<file path="config.mk">
export PLATFORM = sky130hd
export DESIGN_NAME = regfile_write_queue
export DESIGN_NICKNAME = d
export VERILOG_FILES = /design/src/rtl/regfile_wbq_pkg.sv /design/src/rtl/wbq_bypass_match.sv /design/src/rtl/regfile_write_queue.sv
export SDC_FILE = /design/constraint.sdc
export NUM_CORES = 1
export LEC_CHECK = 0
export ABC_AREA = 0
export CORE_ASPECT_RATIO = 0.6
export CORE_MARGIN = 2
export CORE_UTILIZATION = 40
export CTS_BUF_LIST = sky130_fd_sc_hd__clkbuf_8 sky130_fd_sc_hd__clkbuf_16
export CTS_CLUSTER_DIAMETER = 40
export DETAILED_ROUTE_END_ITERATION = 10
export GPL_TIMING_DRIVEN = 0
export PLACE_DENSITY = 0.74
export RECOVER_POWER = 25
export SLEW_MARGIN = 20
export SYNTH_ARGS = -nofsm -noshare
export SYNTH_HDL_FRONTEND = slang
export SYNTH_HIERARCHICAL = 1
export SYNTH_SLANG_ARGS = --single-unit
</file>
<file path="constraint.sdc">
create_clock -name clk -period 4.5 [get_ports clk]
set_input_delay 0.45 -clock clk [delete_from_list [all_inputs] [get_ports clk]]
set_output_delay 0.45 -clock clk [all_outputs]
set_load 0.005 [all_outputs]
</file>
<file path="src/rtl/regfile_wbq_pkg.sv">
// rtl/regfile_wbq_pkg.sv - shared constants, entry type and width helpers for the write-back queue
// Purpose: default geometry of the register write-back queue, the entry
//          record {register index, data} and helpers that derive pointer and
//          occupancy-counter widths from a depth.
// Ports:   none (package)
package regfile_wbq_pkg;

  localparam int DEF_DEPTH  = 4;
  localparam int DEF_DATA_W = 32;
  localparam int DEF_ADDR_W = 5;

  typedef struct packed {
    logic [DEF_ADDR_W-1:0] rg;
    logic [DEF_DATA_W-1:0] data;
  } wbq_entry_t;

  // Pointer width; a depth of 1 would give 0 bits, so clamp to 1.
  function automatic int ptr_w(input int depth);
    return (depth > 1) ? $clog2(depth) : 1;
  endfunction

  // Occupancy counter must represent 0..depth inclusive.
  function automatic int cnt_w(input int depth);
    return $clog2(depth + 1);
  endfunction

  localparam int DEF_PTR_W = ptr_w(DEF_DEPTH);
  localparam int DEF_CNT_W = cnt_w(DEF_DEPTH);

endpackage

</file>
<file path="src/rtl/wbq_bypass_match.sv">
// rtl/wbq_bypass_match.sv - youngest-match search of pending entries for one read port
// Purpose: compares a read index against every valid queue entry and returns
//          the data of the youngest match. Only instantiated when
//          REGFILE_WBQ_BYPASS_EN is defined.
// Ports:   ent_reg_i/ent_data_i  entry storage (index / data)
//          ent_valid_i           per-slot occupancy mask
//          tail_i                next write slot (youngest entry is tail_i-1)
//          rd_reg_i              read index; index 0 never matches
//          hit_o/hit_data_o      match flag and youngest matching data (0 on miss)
module wbq_bypass_match
  import regfile_wbq_pkg::*;
#(
  parameter int DEPTH  = DEF_DEPTH,
  parameter int DATA_W = DEF_DATA_W,
  parameter int ADDR_W = DEF_ADDR_W,
  parameter int PTR_W  = ptr_w(DEPTH)
) (
  input  logic [ADDR_W-1:0] ent_reg_i  [DEPTH],
  input  logic [DATA_W-1:0] ent_data_i [DEPTH],
  input  logic [DEPTH-1:0]  ent_valid_i,
  input  logic [PTR_W-1:0]  tail_i,
  input  logic [ADDR_W-1:0] rd_reg_i,
  output logic              hit_o,
  output logic [DATA_W-1:0] hit_data_o
);

  // Walk from the oldest slot (tail-DEPTH) to the youngest (tail-1) so the
  // last match written is the youngest one.
  always_comb begin
    logic [PTR_W-1:0] idx;
    hit_o      = 1'b0;
    hit_data_o = '0;
    idx        = '0;
    for (int k = DEPTH; k >= 1; k--) begin
      idx = tail_i - PTR_W'(k);
      if ((rd_reg_i != '0) && ent_valid_i[idx] && (ent_reg_i[idx] == rd_reg_i)) begin
        hit_o      = 1'b1;
        hit_data_o = ent_data_i[idx];
      end
    end
  end

endmodule

</file>
<file path="src/rtl/regfile_write_queue.sv">
// rtl/regfile_write_queue.sv - register write-back queue feeding the single register-file write port
// Purpose: buffers write-back requests and issues one per cycle to the
//          register file; optional read-port bypass of pending entries when
//          the macro REGFILE_WBQ_BYPASS_EN is defined (otherwise Hit*/HitData*
//          are tied to 0 and ReadReg* are ignored).
// Ports:   clk, rst_n                  clock, async active-low reset
//          InValid/InReady/InReg/InData request handshake and payload
//          WrStall                      holds the head entry this cycle
//          RegWr/WriteReg/WriteData     register-file write port
//          ReadReg1/2, Hit1/2, HitData1/2 bypass lookup
//          Count, Full, Empty           occupancy
module regfile_write_queue
  import regfile_wbq_pkg::*;
#(
  parameter int DEPTH  = DEF_DEPTH,
  parameter int DATA_W = DEF_DATA_W,
  parameter int ADDR_W = DEF_ADDR_W
) (
  input  logic                       clk,
  input  logic                       rst_n,
  input  logic                       InValid,
  output logic                       InReady,
  input  logic [ADDR_W-1:0]          InReg,
  input  logic [DATA_W-1:0]          InData,
  input  logic                       WrStall,
  output logic                       RegWr,
  output logic [ADDR_W-1:0]          WriteReg,
  output logic [DATA_W-1:0]          WriteData,
  input  logic [ADDR_W-1:0]          ReadReg1,
  input  logic [ADDR_W-1:0]          ReadReg2,
  output logic                       Hit1,
  output logic                       Hit2,
  output logic [DATA_W-1:0]          HitData1,
  output logic [DATA_W-1:0]          HitData2,
  output logic [$clog2(DEPTH+1)-1:0] Count,
  output logic                       Full,
  output logic                       Empty
);

  localparam int PTR_W = ptr_w(DEPTH);
  localparam int CNT_W = cnt_w(DEPTH);

  logic [ADDR_W-1:0] ent_reg_q  [DEPTH];
  logic [DATA_W-1:0] ent_data_q [DEPTH];
  logic [PTR_W-1:0]  head_q, head_d, tail_q, tail_d;
  logic [CNT_W-1:0]  count_q, count_d;
  logic              full, empty, push, pop;

  assign full    = (count_q == CNT_W'(DEPTH));
  assign empty   = (count_q == '0);
  // Derived from the count register only, so a pop on the same edge cannot
  // make room for a push; readiness returns the cycle after the pop.
  assign InReady = !full;
  assign Full    = full;
  assign Empty   = empty;
  assign Count   = count_q;

  // Index-0 writes finish the handshake but are dropped on the floor.
  assign push = InValid && InReady && (InReg != '0);
  assign RegWr = !empty && !WrStall;
  assign pop   = RegWr;

  assign WriteReg  = empty ? '0 : ent_reg_q[head_q];
  assign WriteData = empty ? '0 : ent_data_q[head_q];

  always_comb begin
    head_d  = pop  ? head_q + PTR_W'(1) : head_q;
    tail_d  = push ? tail_q + PTR_W'(1) : tail_q;
    count_d = count_q + CNT_W'(push) - CNT_W'(pop);
  end

  always_ff @(posedge clk or negedge rst_n) begin
    if (!rst_n) begin
      head_q  <= '0;
      tail_q  <= '0;
      count_q <= '0;
    end else begin
      head_q  <= head_d;
      tail_q  <= tail_d;
      count_q <= count_d;
    end
  end

  // Entry storage carries no reset; occupancy is tracked by count_q alone.
  always_ff @(posedge clk) begin
    if (push) begin
      ent_reg_q[tail_q]  <= InReg;
      ent_data_q[tail_q] <= InData;
    end
  end

`ifdef REGFILE_WBQ_BYPASS_EN
  logic [PTR_W-1:0] ent_off [DEPTH];
  logic [DEPTH-1:0] ent_valid;

  // A slot is live when its distance from head (mod DEPTH) is below count.
  always_comb begin
    for (int i = 0; i < DEPTH; i++) begin
      ent_off[i]   = PTR_W'(i) - head_q;
      ent_valid[i] = (CNT_W'(ent_off[i]) < count_q);
    end
  end

  wbq_bypass_match #(.DEPTH(DEPTH), .DATA_W(DATA_W), .ADDR_W(ADDR_W), .PTR_W(PTR_W)) u_match1 (
    .ent_reg_i   (ent_reg_q),
    .ent_data_i  (ent_data_q),
    .ent_valid_i (ent_valid),
    .tail_i      (tail_q),
    .rd_reg_i    (ReadReg1),
    .hit_o       (Hit1),
    .hit_data_o  (HitData1)
  );

  wbq_bypass_match #(.DEPTH(DEPTH), .DATA_W(DATA_W), .ADDR_W(ADDR_W), .PTR_W(PTR_W)) u_match2 (
    .ent_reg_i   (ent_reg_q),
    .ent_data_i  (ent_data_q),
    .ent_valid_i (ent_valid),
    .tail_i      (tail_q),
    .rd_reg_i    (ReadReg2),
    .hit_o       (Hit2),
    .hit_data_o  (HitData2)
  );
`else
  logic unused_rd;
  assign unused_rd = ^{ReadReg1, ReadReg2};
  assign Hit1      = 1'b0;
  assign Hit2      = 1'b0;
  assign HitData1  = '0;
  assign HitData2  = '0;
`endif

endmodule
</file>
==> results of run 1 <==
## worst paths after layout
check                           depth (start not counted)  slack, ns               endpoint               start
worst max-delay path                                    4       1.54           WriteData[6]  Count[1]$_DFF_PN0_
worst min-delay path                                    1       0.38     Count[0]$_DFF_PN0_               rst_n
worst max register to register                          9       1.59     Count[2]$_DFF_PN0_  Count[1]$_DFF_PN0_
worst min register to register                          1       0.57     Count[0]$_DFF_PN0_  Count[0]$_DFF_PN0_
max in group asynchronous                               1       3.87  tail_q[0]$_DFFE_PN0P_               rst_n
min in group clk                                        1       0.57     Count[0]$_DFF_PN0_  Count[0]$_DFF_PN0_
## power breakdown
group          total (mW)  internal (mW)  switching, mW
clock                1.44          0.873          0.568
combinational        1.89           1.09          0.803
sequential           1.99           1.91         0.0761
## cell families after synthesis
family          after synthesis  share of synthesized area [%]
buf+inv                      85                           9.10
other cells                   1                         0.0575
mux                          38                           13.0
simple gates                 46                           4.49
flops                       155                           70.9
fa+ha+maj                     7                           1.46
xor+xnor                      5                          0.672
compound gates                1                          0.326
## critical path: cells and delay by family (launching register included)
kind	cells	cell delay, ns
buffers and inverters	2	0.96
flip-flops	1	0.40
AND/OR/NAND/NOR	2	0.74
## sequential cells by signal (all words and copies together) (netlist names)
name	count
ent_reg_q	20
Count	3
ent_data_q	128
head_q	2
tail_q	2
## synth_stat cells
library cell and instances:
sky130_fd_sc_hd__xnor2_1 3, sky130_fd_sc_hd__fa_1 1, sky130_fd_sc_hd__or3b_1 1, sky130_fd_sc_hd__buf_2 3, sky130_fd_sc_hd__and2_2 4, sky130_fd_sc_hd__xor2_1 2, sky130_fd_sc_hd__inv_1 7, sky130_fd_sc_hd__clkbuf_1 5
sky130_fd_sc_hd__mux2_4 1, sky130_fd_sc_hd__ha_1 6, sky130_fd_sc_hd__conb_1 1, sky130_fd_sc_hd__nor3_1 1, sky130_fd_sc_hd__nor2_1 1, sky130_fd_sc_hd__buf_6 2, sky130_fd_sc_hd__or3_1 1, sky130_fd_sc_hd__nor3b_1 1
sky130_fd_sc_hd__dfrtp_1 7, sky130_fd_sc_hd__mux4_2 37, sky130_fd_sc_hd__nor2b_1 37, sky130_fd_sc_hd__buf_4 68, sky130_fd_sc_hd__o311a_4 1, sky130_fd_sc_hd__edfxtp_1 148
## layout make-up
| type | count | area [µm²] |
|---|---|---|
| multi-input cells | 163 | 1550 |
| flip-flops and latches | 155 | 4620 |
| well taps | 209 | 262 |
| inverters | 7 | 26.3 |
| plain buffers | 78 | 567 |
| repair buffers | 84 | 841 |
| clock inverters | 15 | 175 |
| clock buffers | 17 | 425 |
| fillers | 1280 | 7610 |
## metrics by stage
stage               setup WS (ns)  hold WS [ns]  instance area (µm²)  power (mW)
floorplan                    2.13         0.154                 6760        3.04
global placement             1.55         0.542                 7860        3.91
detailed placement           1.56         0.557                 7860        3.95
CTS                          1.44         0.295                 8460        5.42
global route                 1.29         0.389                 8470        5.63
finish                       1.54         0.376                 8470        5.32
## layer usage
layer	share of wire, %	global-route usage (%)
met1	46	18.9
met2	46	23.5
met3	7.2	5.30
met4	0.38	4.18
met5	0.11	0
==> results.sh, run 1 <==
export IMPL_layout_commonest_cell="sky130_fd_sc_hd__edfxtp_1"
export IMPL_cts_tree="built"
export IMPL_drt_iter0_drc=154
export IMPL_timing_max_cap_violations=0
export IMPL_rows=36
export IMPL_data_required_critical_path_ns=4.05
export IMPL_firstDrtPassIters=4
export IMPL_tritoncts_num_sinks=155
export IMPL_vias=3227
export IMPL_ys_ff_latch=155
export IMPL_power_per_cell_area_nw_per_um2=629
export IMPL_area_overhead_of_the_layout_relative_to_synthesis_pct=29.9
export IMPL_yosys_top_cells_area="sky130_fd_sc_hd__edfxtp_1, sky130_fd_sc_hd__mux4_2, sky130_fd_sc_hd__buf_4, sky130_fd_sc_hd__nor2b_1, sky130_fd_sc_hd__dfrtp_1"
export IMPL_ys_warn_count=6
export IMPL_synth_top_area_cell="sky130_fd_sc_hd__edfxtp_1"
export IMPL_die_width_um=169
export IMPL_drt_antenna_violating_nets=0
export IMPL_commonest_non_fill_non_tap_cells_in_the_layout="sky130_fd_sc_hd__edfxtp_1, sky130_fd_sc_hd__buf_4, sky130_fd_sc_hd__conb_1, sky130_fd_sc_hd__clkdlybuf4s50_1"
export IMPL_sequential_share_of_the_synthesized_area_pct=70.9
export IMPL_cp_data_arrival_time_ns=2.51
export IMPL_grt_overflow_total=0
export IMPL_dpl_hpwl_um=7540
export IMPL_finalMaxSlewViolations=0
export IMPL_timing_final_crit_period_ns=2.96
export IMPL_first_global_vias=3198
export IMPL_die_height_um=103
export IMPL_dp_cells=696
export IMPL_critical_path_class="reg2out"
export IMPL_drive_gt1_share_pct=27.9
export IMPL_netlist_instances=338
export IMPL_critPathSlowestCell="sky130_fd_sc_hd__nor3_1"
export IMPL_clkSlewWorstSetupHoldPaths_ns=0.06
export IMPL_portBuffers=84
export IMPL_total_leakage_power_nw=3.16
export IMPL_portion_of_the_clock_cycle_consumed_by_the_worst_path_in_the_final_layout_pct=65.8
export IMPL_finalSetupViolations=0
export IMPL_track_usage_pct=14.6
export IMPL_max_clock_path_buffers=2
export IMPL_finish_net_count=564
export IMPL_clockRootBuffer="sky130_fd_sc_hd__clkbuf_16"
export IMPL_crit_path_max_fanout=10
export IMPL_num_io_pins=161
export IMPL_rsz_0062_raised_after_global_routing="false"
export IMPL_setup_total_negative_slack_ns=0
export IMPL_postCtsSetupBuffers=0
export IMPL_worst_hold_path_type="in2async"
export IMPL_run_status="completed"
export IMPL_place_gp_congestion=0.680
export IMPL_total_cts_buffers=17
export IMPL_initial_core_util_pct=40.5
export IMPL_count_of_h_tree_levels_built_during_cts=4
export IMPL_syn_area_um2=6520
export IMPL_max_clock_skew_ns=0.00776
export IMPL_clkLatencyLatePin_ns=0.42
export IMPL_clock_fmax_mhz=338
export IMPL_drt_drc_violations_left=0
export IMPL_finalCoreUtilization_pct=52.6
export IMPL_drt_total_wl_um=12000
export IMPL_n_antenna_cell=0
export IMPL_antenna_found_initial=1
export IMPL_via_per_inst=4.43
export IMPL_irDropWorstVdd_mv=0.296
export IMPL_cp_slowest_stage_delay_ns=0.57
export IMPL_synth_lib_cells_used_distinct=22
export IMPL_synth_top_cell_area_share_pct=68.2
export IMPL_avgRoutedWirePerCell_um=16.5
export IMPL_syn_mean_instance_area_um2=19.3
export IMPL_core_area_um2=16100
export IMPL_hold_viol=0
export IMPL_nature_of_the_critical_path_endpoint="output pin"
export IMPL_max_slew_worst_pin_slew_ns=1.03
export IMPL_floorplan_die_area_um2=17400
export IMPL_grt_max_degree=38
export IMPL_max_slew_margin_pct=31.0
export IMPL_final_cells=728
export IMPL_cell_breakdown_of_the_critical_path="nor3_1, clkbuf_1, nor2b_1, clkdlybuf4s50_1"
export IMPL_cts_repair_resized=0
export IMPL_grt_pass1_wl_um=17900
export IMPL_hold_buffers=0
export IMPL_crit_path_start_kind="register"
(Power assumes the default switching activity.)
==> run 2: changes to the inputs <==
==> constraint.sdc (replaced) <==
create_clock -name clk -period 3 [get_ports clk]
set_input_delay 0.3 -clock clk [delete_from_list [all_inputs] [get_ports clk]]
set_output_delay 0.3 -clock clk [all_outputs]
set_load 0.005 [all_outputs]
==> run 2 against run 1 <==
- routed wire length increased by 0.43%
- first-iteration DRC count decreased by 14%
- cell count unchanged
- clock power increased by 50%
- register-to-register slack got worse by 1.3 ns
- highest routed layer unchanged
- cell area about the same
- largest power group unchanged
- largest cell class unchanged
==> results.sh, run 2 (same netlist as run 1, synthesis figures left out) <==
export IMPL_run_status="completed"
export IMPL_antenna_found_initial=1
export IMPL_max_slew_margin_pct=29.9
export IMPL_first_global_vias=3198
export IMPL_portBuffers=84
export IMPL_timing_final_crit_period_ns=2.74
export IMPL_hold_viol=0
export IMPL_detailedPlace_worstSlack_ns=0.0624
export IMPL_dp_cells=696
export IMPL_crit_path_start_kind="register"
export IMPL_critPathTopFamily="adder cells"
export IMPL_critPathSlowestCell="sky130_fd_sc_hd__clkbuf_1"
export IMPL_timing_max_cap_violations=0
export IMPL_initial_core_util_pct=40.5
export IMPL_critical_path_buf_inv_count=2
export IMPL_irDropWorstVdd_mv=0.444
export IMPL_grt_pass1_wl_um=17900
export IMPL_cp_slowest_stage_delay_ns=0.46
export IMPL_max_clock_skew_ns=0.00876
export IMPL_grt_max_degree=38
export IMPL_cp_data_arrival_time_ns=3.07
export IMPL_clockRootBuffer="sky130_fd_sc_hd__clkbuf_16"
export IMPL_finalMaxSlewViolations=0
export IMPL_power_per_cell_area_nw_per_um2=944
export IMPL_core_area_um2=16100
export IMPL_max_slew_worst_pin_slew_ns=1.05
export IMPL_hold_buffers=0
export IMPL_grt_overflow_total=0
export IMPL_post_route_worst_setup_slack_ns=0.264
export IMPL_crit_path_max_fanout=10
export IMPL_vias=3219
export IMPL_cts_tree="built"
export IMPL_avgRoutedWirePerCell_um=16.5
export IMPL_data_required_critical_path_ns=3.34
export IMPL_total_leakage_power_nw=3.16
export IMPL_n_antenna_cell=0
export IMPL_rows=36
export IMPL_firstDrtPassIters=4
export IMPL_finish_net_count=564
export IMPL_finalSetupViolations=0
export IMPL_rsz_0062_raised_after_global_routing="false"
export IMPL_via_per_inst=4.42
export IMPL_clkSlewWorstSetupHoldPaths_ns=0.06
export IMPL_area_of_the_multi_input_gates_um2=1560
export IMPL_filler_cell_count=1280
export IMPL_max_clock_path_buffers=2
export IMPL_place_area_um2=7860
export IMPL_largest_reg_flops=128
export IMPL_die_height_um=103
export IMPL_critical_path_class="reg2reg"
export IMPL_cell_breakdown_of_the_critical_path="nor3_2, clkbuf_1, nor2_1, ha_1, inv_1, ha_1, fa_1, xnor2_1, xnor2_1"
export IMPL_finalCoreUtilization_pct=52.7
export IMPL_nature_of_the_critical_path_endpoint="register"
export IMPL_track_usage_pct=14.6
export IMPL_drt_drc_violations_left=0
export IMPL_reg2reg_slack_ns=0.26
export IMPL_dpl_hpwl_um=7540
export IMPL_count_of_h_tree_levels_built_during_cts=4
export IMPL_place_gp_congestion=0.680
export IMPL_tritoncts_num_sinks=155
export IMPL_r2r_start="Count[1]$_DFF_PN0_"
export IMPL_die_width_um=169
export IMPL_drive_gt1_share_pct=28.1
export IMPL_setup_total_negative_slack_ns=0
export IMPL_drt_iter0_drc=133
export IMPL_clock_fmax_mhz=366
export IMPL_post_route_cell_area_um2=8470
export IMPL_portion_of_the_clock_cycle_consumed_by_the_worst_path_in_the_final_layout_pct=91.2
export IMPL_drt_total_wl_um=12000
export IMPL_floorplan_die_area_um2=17400
export IMPL_final_cells=728
export IMPL_registers_top_by_ff_count="ent_data_q"
export IMPL_cp_startpoint="Count[1]$_DFF_PN0_"
export IMPL_area_overhead_of_the_layout_relative_to_synthesis_pct=30.0
export IMPL_num_io_pins=161
export IMPL_layout_commonest_cell="sky130_fd_sc_hd__edfxtp_1"
export IMPL_postCtsSetupBuffers=0
export IMPL_total_cts_buffers=17
export IMPL_clkLatencyLatePin_ns=0.42
export IMPL_register_area_um2=4620
export IMPL_drt_antenna_violating_nets=0
export IMPL_worst_hold_path_type="in2async"
export IMPL_commonest_non_fill_non_tap_cells_in_the_layout="sky130_fd_sc_hd__edfxtp_1, sky130_fd_sc_hd__buf_4, sky130_fd_sc_hd__conb_1, sky130_fd_sc_hd__clkdlybuf4s50_1"
-- run 2: cell counts in the layout (fill, tap and decap cells not counted) --
Identical to the previous run, type by type.
-- run 2: timing repair --
item / CTS / global route
resized for setup: 0 / 1
setup endpoints to repair: 0 / 8
hold endpoints to repair: 0 / 0
-- run 2: layout make-up --
class | count | area share [%]
sequential | 155 | 54.5
multi-input combinational | 163 | 18.4
timing repair buffer | 84 | 9.93
buffer | 78 | 6.69
clock buffer | 17 | 5.02
tap | 209 | 3.09
clock inverter | 15 | 2.07
inverter | 7 | 0.310
-- run 2: worst reg2reg max path: cells and delay by family, from the launching register on --
family,cells,cell delay [ns]
and+or+nand+nor,2,0.56
DFF,1,0.41
buffers and inverters,2,0.50
xor gates and xnor gates,2,0.31
adders and majority gates,3,0.87
-- run 2: layer usage --
layer	vias to the layer above	global-route usage, %	part of all wire, %
li1	1487	-	-
met1	1592	18.9	45
met2	128	23.5	47
met3	10	5.30	7.0
met4	2	4.18	0.58
met5	-	0	0.11
-- run 2: report_power, final --
part           internal (mW)  switching [mW]  total (mW)
Clock                   1.31           0.855        2.16
Sequential              2.87           0.119        2.99
Combinational           1.64            1.21        2.85
-- run 2: path summary, 6_finish.rpt --
| kind | end | cells past startpoint |
|---|---|---|
| worst max-delay path | Count[2]$_DFF_PN0_ | 9 |
| worst min-delay path | Count[1]$_DFF_PN0_ | 1 |
| worst max register to register | Count[2]$_DFF_PN0_ | 9 |
| worst min register to register | Count[0]$_DFF_PN0_ | 1 |
| max in group asynchronous | tail_q[0]$_DFFE_PN0P_ | 1 |
| min in group clk | ent_data_q[0][11]$_DFFE_PP_ | 1 |
-- run 2: through the flow --
stage / total power [mW] / hold WS, ns
2_1_floorplan: 4.56 / 0.00441
3_5_place_dp: 5.93 / 0.557
3_3_place_gp: 5.86 / 0.542
5_1_grt: 8.45 / 0.239
4_1_cts: 8.13 / 0.145
6_report: 8.00 / 0.229
==> run 3: changes to the inputs <==
--- a/config.mk
+++ b/config.mk
@@ -6,6 +6,7 @@
 export NUM_CORES = 1
 export LEC_CHECK = 0
 export ABC_AREA = 0
+export CAP_MARGIN = 10
 export CORE_ASPECT_RATIO = 0.6
 export CORE_MARGIN = 2
 export CORE_UTILIZATION = 40
==> results of run 3 <==
Same layout as run 2: the final DEF is identical, and so are final timing and power.
